===== config.mk =====
export PLATFORM = sky130hd
export DESIGN_NAME = mem_arbiter
export DESIGN_NICKNAME = d
export VERILOG_FILES = /design/src/rtl/mem_arbiter.sv
export SDC_FILE = /design/constraint.sdc
export NUM_CORES = 1
export LEC_CHECK = 0
export BUFFER_PORTS_ARGS = -buffer_cell sky130_fd_sc_hd__buf_2
export CAP_MARGIN = 5
export CORE_MARGIN = 1
export CORE_UTILIZATION = 30
export DETAILED_ROUTE_END_ITERATION = 6
export PLACE_DENSITY = 0.74
export SYNTH_ARGS = -nofsm -noshare
export SYNTH_HDL_FRONTEND = slang
export SYNTH_SLANG_ARGS = --single-unit

===== constraint.sdc =====
create_clock -name clk -period 2.25 [get_ports clk]
set_input_delay 0.45 -clock clk [delete_from_list [all_inputs] [get_ports clk]]
set_output_delay 0.45 -clock clk [all_outputs]
set_load 0.05 [all_outputs]

===== src/rtl/mem_arbiter.sv =====
// mem_arbiter: shares one pipelined main memory among NUM_CH cache-side
// requesters. Reads fetch a full aligned block of BLOCK_WORDS words and
// writes are single-word write-through. Arbitration is either fixed
// priority (lowest index wins) or round-robin.
module mem_arbiter #(
    parameter int NUM_CH      = 2,
    parameter int ADDR_W      = 16,
    parameter int DATA_W      = 16,
    parameter int BLOCK_WORDS = 8,
    parameter int PRIO_MODE   = 0
) (
    input  logic                       clk,
    input  logic                       rst_n,
    input  logic [NUM_CH-1:0]          req,
    input  logic [NUM_CH-1:0]          wr,
    input  logic [NUM_CH*ADDR_W-1:0]   addr,
    input  logic [NUM_CH*DATA_W-1:0]   wdata,
    output logic [NUM_CH-1:0]          grant,
    output logic [NUM_CH-1:0]          rvalid,
    output logic [DATA_W-1:0]          rdata,
    output logic [$clog2(BLOCK_WORDS)-1:0] rword,
    output logic [NUM_CH-1:0]          done,
    output logic                       busy,
    output logic                       mem_enable,
    output logic                       mem_wr,
    output logic [ADDR_W-1:0]          mem_addr,
    output logic [DATA_W-1:0]          mem_wdata,
    input  logic [DATA_W-1:0]          mem_rdata,
    input  logic                       mem_data_valid
);

    localparam int CHW  = (NUM_CH > 1) ? $clog2(NUM_CH) : 1;
    localparam int WIDX = $clog2(BLOCK_WORDS);
    localparam logic [WIDX-1:0]   LAST_WORD = WIDX'(BLOCK_WORDS - 1);
    // Clears the word index and the byte-within-word bit: block alignment.
    localparam logic [ADDR_W-1:0] BASE_MASK = ~ADDR_W'((2 ** (WIDX + 1)) - 1);

    typedef enum logic [1:0] {IDLE, READ, DRAIN, WRITE} state_t;

    state_t            state_q;
    logic [NUM_CH-1:0] grant_q;
    logic [CHW-1:0]    gIdx_q;
    logic [CHW-1:0]    rrPtr_q;
    logic [WIDX-1:0]   issueCnt_q;
    logic [WIDX-1:0]   retCnt_q;

    int                rrStart;
    int                cand;
    logic [CHW-1:0]    candIdx;
    logic              winFound;
    logic [CHW-1:0]    winIdx;
    logic [ADDR_W-1:0] selAddr;
    logic [DATA_W-1:0] selWdata;
    logic              fillValid;

    assign rrStart  = (PRIO_MODE == 1) ? int'(rrPtr_q) + 1 : 0;
    assign selAddr  = addr[int'(gIdx_q) * ADDR_W +: ADDR_W];
    assign selWdata = wdata[int'(gIdx_q) * DATA_W +: DATA_W];
    assign fillValid = mem_data_valid && ((state_q == READ) || (state_q == DRAIN));
    assign grant    = grant_q;
    assign busy     = (state_q != IDLE);

    // Pick the winning requester, scanning from the rotating start point.
    always_comb begin
        winFound = 1'b0;
        winIdx   = '0;
        cand     = 0;
        candIdx  = '0;
        for (int i = 0; i < NUM_CH; i++) begin
            cand    = (rrStart + i) % NUM_CH;
            candIdx = CHW'(cand);
            if (!winFound && req[candIdx]) begin
                winFound = 1'b1;
                winIdx   = candIdx;
            end
        end
    end

    // Main controller: owner selection, issue counter and return counter.
    always_ff @(posedge clk or negedge rst_n) begin
        if (!rst_n) begin
            state_q    <= IDLE;
            grant_q    <= '0;
            gIdx_q     <= '0;
            rrPtr_q    <= CHW'(NUM_CH - 1);
            issueCnt_q <= '0;
            retCnt_q   <= '0;
        end else begin
            case (state_q)
                IDLE: begin
                    if (winFound) begin
                        grant_q    <= NUM_CH'(1) << winIdx;
                        gIdx_q     <= winIdx;
                        rrPtr_q    <= winIdx;
                        issueCnt_q <= '0;
                        retCnt_q   <= '0;
                        state_q    <= wr[winIdx] ? WRITE : READ;
                    end
                end
                READ, DRAIN: begin
                    if (state_q == READ) begin
                        issueCnt_q <= issueCnt_q + 1'b1;
                        if (issueCnt_q == LAST_WORD) begin
                            state_q <= DRAIN;
                        end
                    end
                    if (mem_data_valid) begin
                        retCnt_q <= retCnt_q + 1'b1;
                        if (retCnt_q == LAST_WORD) begin
                            state_q <= IDLE;
                            grant_q <= '0;
                        end
                    end
                end
                WRITE: begin
                    state_q <= IDLE;
                    grant_q <= '0;
                end
                default: begin
                    state_q <= IDLE;
                    grant_q <= '0;
                end
            endcase
        end
    end

    // Memory strobes and fill-return signalling for the current owner.
    always_comb begin
        mem_enable = 1'b0;
        mem_wr     = 1'b0;
        mem_addr   = '0;
        mem_wdata  = '0;
        rvalid     = '0;
        rdata      = '0;
        rword      = '0;
        done       = '0;
        if (state_q == READ) begin
            mem_enable = 1'b1;
            mem_addr   = (selAddr & BASE_MASK) | ADDR_W'({issueCnt_q, 1'b0});
        end
        if (state_q == WRITE) begin
            mem_enable = 1'b1;
            mem_wr     = 1'b1;
            mem_addr   = selAddr;
            mem_wdata  = selWdata;
            done       = grant_q;
        end
        if (fillValid) begin
            rvalid = grant_q;
            rdata  = mem_rdata;
            rword  = retCnt_q;
            if (retCnt_q == LAST_WORD) begin
                done = grant_q;
            end
        end
    end

endmodule


==> results of run 1 <==
-- flip-flops by register name, indices dropped and copies added, names as in the netlist --
| register | cells |
|---|---|
| state_q | 2 |
| issueCnt_q | 3 |
| gIdx_q | 1 |
| retCnt_q | 3 |
| grant | 2 |
-- layout by cell type (no fill, tap or decap), types with 2 or more instances in the layout --
master    instances
buf_4             6
o21ai_0           4
o22ai_1           4
nand2b_1          2
a22o_2            4
mux2_2            3
nor2b_2          20
a21oi_1           4
mux2i_1          30
nor2_1           13
clkbuf_4          6
dfrtp_1          10
nand2_1           8
clkbuf_8          3
buf_2           140
and3_1           21
inv_1             8
ha_1              8
a22o_1            4
-- stage by stage --
stage	setup WS (ns)	hold slack, ns
after global placement	0.2499	0.3330
after global routing	-0.03723	0.08951
after detailed placement	0.1547	0.3359
after floorplan	-0.1721	0.1544
final	0.08113	0.07568
after CTS	0.03698	0.08202
-- layer usage --
layer,global-route usage (%),vias to the layer above
li1,-,897
met1,19.79,790
met2,29.31,47
met3,4.416,2
met4,2.667,0
met5,0,-
-- final timing paths --
| path | depth (start not counted) | end | start |
|---|---|---|---|
| worst max-delay path | 6 | mem_addr[3] | state_q[1] |
| worst min-delay path | 1 | retCnt_q[0] | rst_n |
| worst max register to register | 5 | issueCnt_q[1] | state_q[1] |
| worst min register to register | 1 | retCnt_q[2] | retCnt_q[2] |
| max in group asynchronous | 1 | gIdx_q | rst_n |
| min in group clk | 2 | gIdx_q | req[0] |
-- kinds of logic (layout without fill, tap and decap cells) --
| family | after synthesis | in the layout | share of synthesized area [%] |
|---|---|---|---|
| multiplexers | 33 | 33 | 23.28 |
| AND/OR/NAND/NOR | 70 | 70 | 27.99 |
| adder cells (fa/ha/maj) | 8 | 8 | 6.975 |
| buffers and inverters | 23 | 165 | 7.062 |
| flip-flops | 11 | 11 | 19.18 |
| AO/OA/AOI/OAI | 29 | 29 | 15.52 |
-- where the power goes --
group / switching [uW] / internal [uW]
logic: 2210 / 1090
clock network: 76.6 / 125
registers: 135 / 292
-- timing repair --
action | CTS | global route
endpoints found under the setup margin | 13 | 13
gates resized for setup | 1 | 8
buffers inserted | 0 | 0
hold buffers | 0 | 0
cloned | 0 | 0
-- area by class of cell --
cell class	instances	area (sq um)	share of cell area (%)
inverters	8	30.03	1.281
multi-input cells	140	1116	47.62
repair buffers	153	810.8	34.60
clock buffers	4	45.04	1.922
flip-flops and latches	11	276.5	11.80
well taps	52	65.06	2.776
==> impl_metrics.csv, run 1 <==
group,metric,value,unit
floorplanning,dieArea,0.005064,sq mm
drt,drc,4,
clock_tree,cts_buffer_depth,2,
synthesis,yosysTopAreaCellShare,20.92,%
layout,final_layout_size_suffix_gt1_share,59.49,%
status,violations,"design-rule violations",
job,drv_cap,0,
critical_path,crit_path_end_kind,"output port",
critical_path,cp_top_family,"buffers and inverters",
place,gp_congestion,0.7969,
timing,skew,0.0009265,ns
drt,wl,4.387,mm
layout,finalNonFillerCells,368,
critical_path,critPathMaxStageDelay,0.40,ns
synthesis,yosys_warnings,0,
layout,post-route-util,52.38,%
critical_path,critical_path_class,"flop to output port",
timing,period_minus_slack,2.169,ns
floorplanning,die_h,71.17,um
synthesis,synth-edff-count,0,
clock_tree,cts_buffers,3,
drt,ant_nets,0,
place,dp.cells,364,
critical_path,required,1.80,ns
grt,overflow,0,
synthesis,synth_ff_type,"dfrtp_1",
timing,slew_headroom,71.43,%
clock_tree,clock_latency,0.24,ns
grt,grt_max_degree,31,
synthesis,ys_seq_elements,11,
timing,hold_viol,0,
timing,setup_violations,0,
synthesis,synth_commonest_cells,"30 x mux2i_1, 21 x and3_1, 20 x nor2b_1, 14 x nor2_1, 11 x dfrtp_1",
grt,track_usage,16.36,%
timing,setup_tns,0,ns
synthesis,synth.area.top_cells,"mux2i_1 21%, dfrtp_1 19%, and3_1 9.2%",
clock_tree,cts_tree,"built",
critical_path,r2r_slack,0.50,ns
critical_path,crit_fanout,8,
power,p_total,3931,uW
timing,rsz0062_at_grt,"yes",
layout,num-fill-cells,428,
critical_path,crit_path_top_delay_cell,"dfrtp_1",
timing,tightestPinTransition,0.4247,ns
drt,met1_length,1.804,mm
synthesis,yosysMostFrequentCell,"mux2i_1",
floorplanning,coreArea,0.004474,sq mm
drt,dr.pass1.iters,6,
drt,wl_per_cell,11.92,um
place,dp_hpwl,3.524,mm
power,p_leak,0.001429,uW
synthesis,synth_fp_nets,269,
power,peakVddDrop,0.8466,mV
synthesis,async_flop_share,100.0,%
synthesis,synth_top_area_cell,"mux2i_1",
timing,maxSlewViolCount,0,
layout,stdcell_area,0.002344,sq mm
grt,antenna_found_initial,0,
synthesis,synth_area,0.001435,sq mm
synthesis,yosysUniqueCellTypes,32,
drt,met2_length,2.353,mm
drt,highest_layer,"met4",
clock_tree,cts_htree_levels,1,
layout,syn2layout_area_growth,63.30,%
timing,fin_crit_sh,96.39,%
grt,grt_pass1_wl,6.858,mm
grt,grt_pass1_vias,1551,
drt,met3_length,219,um
clock_tree,clk_pin_slew,0.05,ns
floorplanning,io_pins,147,
floorplanning,initial_core_util,32.07,%
drt,viasPerCell,4.717,
critical_path,crit_buf_inv,3,
clock_tree,cts.sinks,11,
min_path,hp-class,"input pin to asynchronous set/reset pin",
floorplanning,rows,24,
floorplanning,die_w,71.17,um
drt,drt-initial-drc-count,57,
critical_path,cp-start-kind,"flop",
place,placed_area,0.002273,sq mm
synthesis,ys_seq_area_share,19.18,%
power,power_density,1678,mW/mm^2
synthesis,syn_avg_cell_area,8.248,sq um
layout,antennaDiodeCount,0,
synthesis,netlist_instances,174,
drt,via_count,1736,
critical_path,path_cells,"inv_1 > ha_1 > buf_4 > nor2b_2 > a22o_1 > clkbuf_4",
clock_tree,root_buffer,"clkbuf_8",
critical_path,crit_arrival,1.72,ns
layout,nets,412,
place,io_buffers,146,
status,outcome,"finished, violations left",
timing,max_freq,461.1,MHz
Power figures use the tool's default switching activity.
==> run 2, diff against run 1 <==
- HOLD_SLACK_MARGIN: not set -> 0.1
==> run 2 against run 1 <==
  * The run still ends with design-rule violations left
  * Combinational power about the same
  * Core utilization is 0.22 points higher
  * Largest power group unchanged
  * Clock skew hardly changed
  * Cell area rose by 0.43%
  * Fmax stayed put
  * Die area unchanged
  * Cell count rose by 0.27%
  * Routed wire length grew 0.36%
  * Global-route usage did not move
  * Critical endpoint unchanged
==> impl_metrics.csv, run 2 (same netlist as run 1, synthesis figures left out) <==
group,metric,value,unit
floorplanning,die_w,71.17,um
grt,use_met1,19.88,%
grt,grtUsageMet3,4.274,%
critical_path,crit_path_end_kind,"output port",
layout,final_common_cell,"buf_2",
power,peakVddDrop,0.8466,mV
clock_tree,cts_tree,"built",
job,drv_cap,0,
clock_tree,clk_pin_slew,0.05,ns
critical_path,r2r_slack,0.50,ns
clock_tree,cts_buffer_depth,2,
timing,rsz0062_at_grt,"yes",
layout,nets,413,
layout,final_layout_size_suffix_gt1_share,59.31,%
layout,reg_top3,"issueCnt_q: 3 flops, retCnt_q: 3 flops",
timing,slew_headroom,71.43,%
layout,final_cell_mix,"140 x buf_2, 30 x mux2i_1, 21 x and3_1",
timing,setup_violations,0,
timing,tightestPinTransition,0.4247,ns
critical_path,crit_fanout,8,
clock_tree,cts_htree_levels,1,
grt,grtUsageMet2,29.31,%
drt,dr.pass1.iters,6,
timing,maxSlewViolCount,0,
drt,drc,4,
clock_tree,cts_buffers,3,
floorplanning,io_pins,147,
min_path,hp-class,"input pin to flop",
place,placed_area,0.002273,sq mm
place,pre_cts_ws,0.1547,ns
grt,busiest_layer,"met2",
clock_tree,postCtsSetupRepairBufs,0,
clock_tree,cts.sinks,11,
timing,finalWorstSetupSlack,0.08113,ns
grt,grt_pass1_wl,6.858,mm
drt,ant_nets,0,
critical_path,cp-start-kind,"flop",
layout,syn2layout_area_growth,63.99,%
timing,max_freq,461.1,MHz
power,p_leak,0.001433,uW
floorplanning,rows,24,
status,violations,"design-rule violations",
critical_path,critical_path_class,"flop to output port",
place,dp_hpwl,3.524,mm
clock_tree,clock_latency,0.24,ns
drt,wl_per_cell,11.93,um
layout,antennaDiodeCount,0,
critical_path,crit_arrival,1.72,ns
grt,grt_pass1_vias,1551,
power,power_density,1671,mW/mm^2
grt,track_usage,16.36,%
place,io_buffers,146,
drt,via_count,1739,
grt,grt_max_degree,31,
floorplanning,die_h,71.17,um
grt,overflow,0,
timing,period_minus_slack,2.169,ns
place,gp_congestion,0.7969,
floorplanning,initial_core_util,32.07,%
floorplanning,coreArea,0.004474,sq mm
timing,skew,0.001003,ns
status,outcome,"finished, violations left",
floorplanning,dieArea,0.005064,sq mm
layout,stdcell_area,0.002354,sq mm
critical_path,required,1.80,ns
drt,viasPerCell,4.713,
timing,hold_viol,0,
drt,drt-initial-drc-count,64,
grt,antenna_found_initial,0,
clock_tree,root_buffer,"clkbuf_8",
timing,fin_crit_sh,96.39,%
drt,wl,4.403,mm
==> run 2: changes by cell type in the layout (fill, tap and decap cells not counted), sizes merged <==
| cell | delta |
|---|---|
| dlygate4sd3 | +1 |
==> run 2: area by class of cell <==
| class | instances | area (sq um) |
|---|---|---|
| clock buffers | 4 | 45.04 |
| fillers | 427 | 2121 |
| inverters | 8 | 30.03 |
| multi-input cells | 140 | 1116 |
| flip-flops and latches | 11 | 276.5 |
| well taps | 52 | 65.06 |
| repair buffers | 154 | 820.8 |
==> run 2: through the flow <==
stage                     std cells  util [%]  setup TNS [ns]  hold WS, ns  total power, uW
after floorplan                 174         -          -1.549       0.1544             2999
after global placement          364     50.81               0       0.3330             3663
after detailed placement        364     50.81               0       0.3359             3699
after CTS                       369     52.10               0       0.4960             3921
after global routing            369     52.60        -0.09777       0.5229             4186
final                           369     52.60               0       0.5047             3933
==> run 2: path summary, 6_finish.rpt <==
check	from	end	cells after the start
min in group asynchronous	rst_n	retCnt_q[0]	2
max in group asynchronous	rst_n	gIdx_q	2
max reg2reg	state_q[1]	issueCnt_q[1]	5
min	req[0]	gIdx_q	2
min reg2reg	retCnt_q[2]	retCnt_q[2]	1
max	state_q[1]	mem_addr[3]	6
==> run 2: layer usage <==
metal  vias to the layer above  routed length [um]
met5                         -                   0
met4                         0                  10
met3                         2                 212
met2                        47                2359
met1                       791                1821
li1                        899                   -
==> run 2: repair_timing <==
item,CTS,global route
hold buffers,1,0
endpoints found under the hold margin,11,0
gates resized for setup,1,8
endpoints found under the setup margin,13,13
gates cloned,0,0
==> run 2: worst max-delay path, stage by stage, from the launching register on <==
cell,delay (ns)
dfrtp_1,0.40
inv_1,0.12
ha_1,0.23
buf_4,0.18
nor2b_2,0.18
a22o_1,0.15
clkbuf_4,0.22
==> run 2: report_power, final <==
part	switching [uW]	internal, uW	leakage (uW)
clock network	76.6	125	0.0000228
logic	2210	1090	0.00127
registers	135	292	0.000140
==> run 3, diff against run 2 <==
- ABC_AREA: not set -> 1
- PLACE_DENSITY: 0.74 -> 0.75
==> run 3 against run 2 <==
  * Die area down 4.7%
  * Largest power group unchanged
  * Flip-flop and latch count unchanged
  * Clock power decreased by 3%
  * Combinational power hardly changed
  * Count of clock-buffer cells in the layout stayed put
  * The flow now finishes without violations
  * Critical path depth is the same
  * Via count is 13% higher
==> impl_metrics.csv, run 3 <==
group,metric,value,unit
critical_path,reg2reg_depth,7,
clock_tree,cts.sinks,11,
power,power_density,1593,mW/mm^2
floorplanning,dieArea,0.004828,sq mm
layout,syn2layout_area_growth,76.19,%
min_path,hold_start,"issueCnt_q[2]",
place,dp_hpwl,3.897,mm
layout,post-route-util,55.29,%
status,outcome,"finished clean",
critical_path,critPathMaxStageDelay,0.38,ns
drt,wl_per_cell,10.72,um
critical_path,crit_path_end_kind,"output port",
floorplanning,rows,24,
min_path,whs_endpoint,"issueCnt_q[2]",
critical_path,crit_path_top_delay_cell,"dfrtp_1",
clock_tree,cts_buffer_depth,2,
drt,drt-initial-drc-count,61,
layout,stdcell_area,0.002407,sq mm
layout,area.sequential,275.3,sq um
timing,setup_violations,0,
synthesis,yosysUniqueCellTypes,23,
clock_tree,clk_pin_slew,0.05,ns
synthesis,yosys_warnings,0,
timing,rsz0062_at_grt,"no",
power,p_leak,0.001448,uW
clock_tree,cts_buffers,3,
job,drv_cap,0,
critical_path,r2r-end,"grant[1]",
timing,fin_crit_sh,94.12,%
layout,num-fill-cells,425,
synthesis,ys_seq_area_share,20.15,%
synthesis,synth_fp_nets,338,
layout,multi_input_area,0.001091,sq mm
synthesis,netlist_instances,243,
min_path,min_path_cells,2,
floorplanning,initial_core_util,31.38,%
min_path,hp-class,"flop to flop",
place,placed_area,0.002350,sq mm
timing,period_minus_slack,2.118,ns
power,peakVddDrop,0.7601,mV
drt,drc,0,
critical_path,cp-start-kind,"flop",
layout,reg_top3,"issueCnt_q: 3 flops, retCnt_q: 3 flops",
floorplanning,coreArea,0.004354,sq mm
synthesis,yosysTopAreaCellShare,23.35,%
drt,dr.pass1.iters,4,
clock_tree,cts_tree,"built",
floorplanning,die_w,69.49,um
layout,antennaDiodeCount,0,
layout,final_common_cell,"buf_2",
synthesis,async_flop_share,100.0,%
synthesis,synth-edff-count,0,
synthesis,synth_ff_type,"dfrtp_1",
synthesis,ys_seq_elements,11,
timing,whs,0.5081,ns
synthesis,yosysMostFrequentCell,"nor2_1",
synthesis,synth_top_area_cell,"nor2_1",
drt,wl,4.706,mm
critical_path,crit_fanout,23,
critical_path,required,1.80,ns
timing,tightestPinTransition,0.5341,ns
grt,antenna_found_initial,0,
layout,final_cell_mix,"146 x buf_2, 46 x nor2_1, 41 x nor2_2",
place,dp.cells,434,
drt,via_count,1966,
timing,skew,0.002022,ns
critical_path,r2r_slack,0.77,ns
synthesis,synth_area,0.001366,sq mm
floorplanning,die_h,69.49,um
synthesis,synth_commonest_cells,"85 x nor2_1, 31 x inv_1, 30 x nand2_1, 24 x o21ai_0, 13 x nand3_1",
grt,grt_max_degree,34,
clock_tree,clock_latency,0.23,ns
timing,hold_viol,0,
synthesis,synth.area.top_cells,"nor2_1 23%, dfrtp_1 20%, o21ai_0 8.8%",
critical_path,crit_arrival,1.67,ns
synthesis,syn_avg_cell_area,5.623,sq um
power,p_total,3835,uW
place,io_buffers,146,
clock_tree,cts_htree_levels,1,
floorplanning,io_pins,147,
layout,finalNonFillerCells,439,
timing,maxSlewViolCount,0,
grt,overflow,0,
grt,track_usage,19.61,%
drt,viasPerCell,4.478,
critical_path,critical_path_class,"flop to output port",
grt,grt_pass1_vias,1791,
critical_path,timing.rr.start,"state_q[0]",
timing,max_freq,472.2,MHz
layout,nets,483,
timing,slew_headroom,64.34,%
clock_tree,root_buffer,"clkbuf_8",
critical_path,path_cells,"inv_1 > ha_1 > nand2_1 > buf_12 > nor2_1 > buf_2",
layout,final_layout_size_suffix_gt1_share,55.56,%
drt,ant_nets,0,
grt,grt_pass1_wl,8.004,mm
place,gp_congestion,0.7943,
## run 3: changes by cell type in the layout (fill, tap and decap cells not counted), moves of 18 or more
cell     before  now
nor2_1       13   46
mux2i_1      30    0
o21ai_0       4   22
inv_1         8   31
and3_1       21    0
nand2_1       8   30
nor2_2        0   41
nor2b_2      20    0
## run 3: logic make-up after synthesis
family | share of synthesized area [%]
buffers and inverters | 14.74
AND/OR/NAND/NOR | 45.60
AO/OA/AOI/OAI | 12.18
adder cells (fa/ha/maj) | 7.326
flip-flops | 20.15
## run 3: metal layers
| metal | routed length, um | up-vias | GRT usage, % |
|---|---|---|---|
| met4 | 29 | 0 | 4.535 |
| met1 | 2060 | 845 | 25.75 |
| met5 | 0 | - | 0 |
| li1 | - | 1043 | - |
| met3 | 298 | 4 | 2.180 |
| met2 | 2318 | 74 | 34.30 |
## run 3: stage by stage
stage / setup slack, ns / setup TNS, ns
2_1_floorplan: -0.3539 / -1.250
3_3_place_gp: 0.4347 / 0
3_5_place_dp: 0.3646 / 0
4_1_cts: 0.1149 / 0
5_1_grt: 0.03161 / 0
6_report: 0.1322 / 0
## run 3: worst max-delay path by stage
stage                     startpoint           end  slack, ns
after floorplan           state_q[0]  mem_addr[15]      -0.35
after global placement    state_q[0]   mem_addr[1]       0.43
after detailed placement  state_q[0]   mem_addr[1]       0.36
after CTS                 state_q[0]   mem_addr[1]       0.11
after global routing      state_q[1]     rdata[11]       0.03
final                     state_q[1]     rvalid[1]       0.13
## run 3: power breakdown
part	switching, uW	total (uW)	internal [uW]
combinational	2420	3290	877
sequential	68.0	349	281
clock	69.7	194	124
## run 3: critical path, delay by kind of cell (launching register included)
family                     cells  cell delay [ns]
buffers and inverters          3             0.53
DFF                            1             0.38
and+or+nand+nor                2             0.19
adders and majority gates      1             0.33
## run 3: layout make-up
cell class | instances | share of cell area, %
Multi-Input combinational cell | 187 | 45.32
Timing Repair Buffer | 153 | 33.68
Clock buffer | 4 | 1.871
Tap cell | 52 | 2.703
Inverter | 32 | 4.990
Sequential cell | 11 | 11.43
## run 3: what timing repair did
action	4_1_cts	5_1_grt
endpoints found under the hold margin	11	0
hold buffers	1	0
buffers inserted	0	0
endpoints found under the setup margin	0	1
resized for setup	0	1
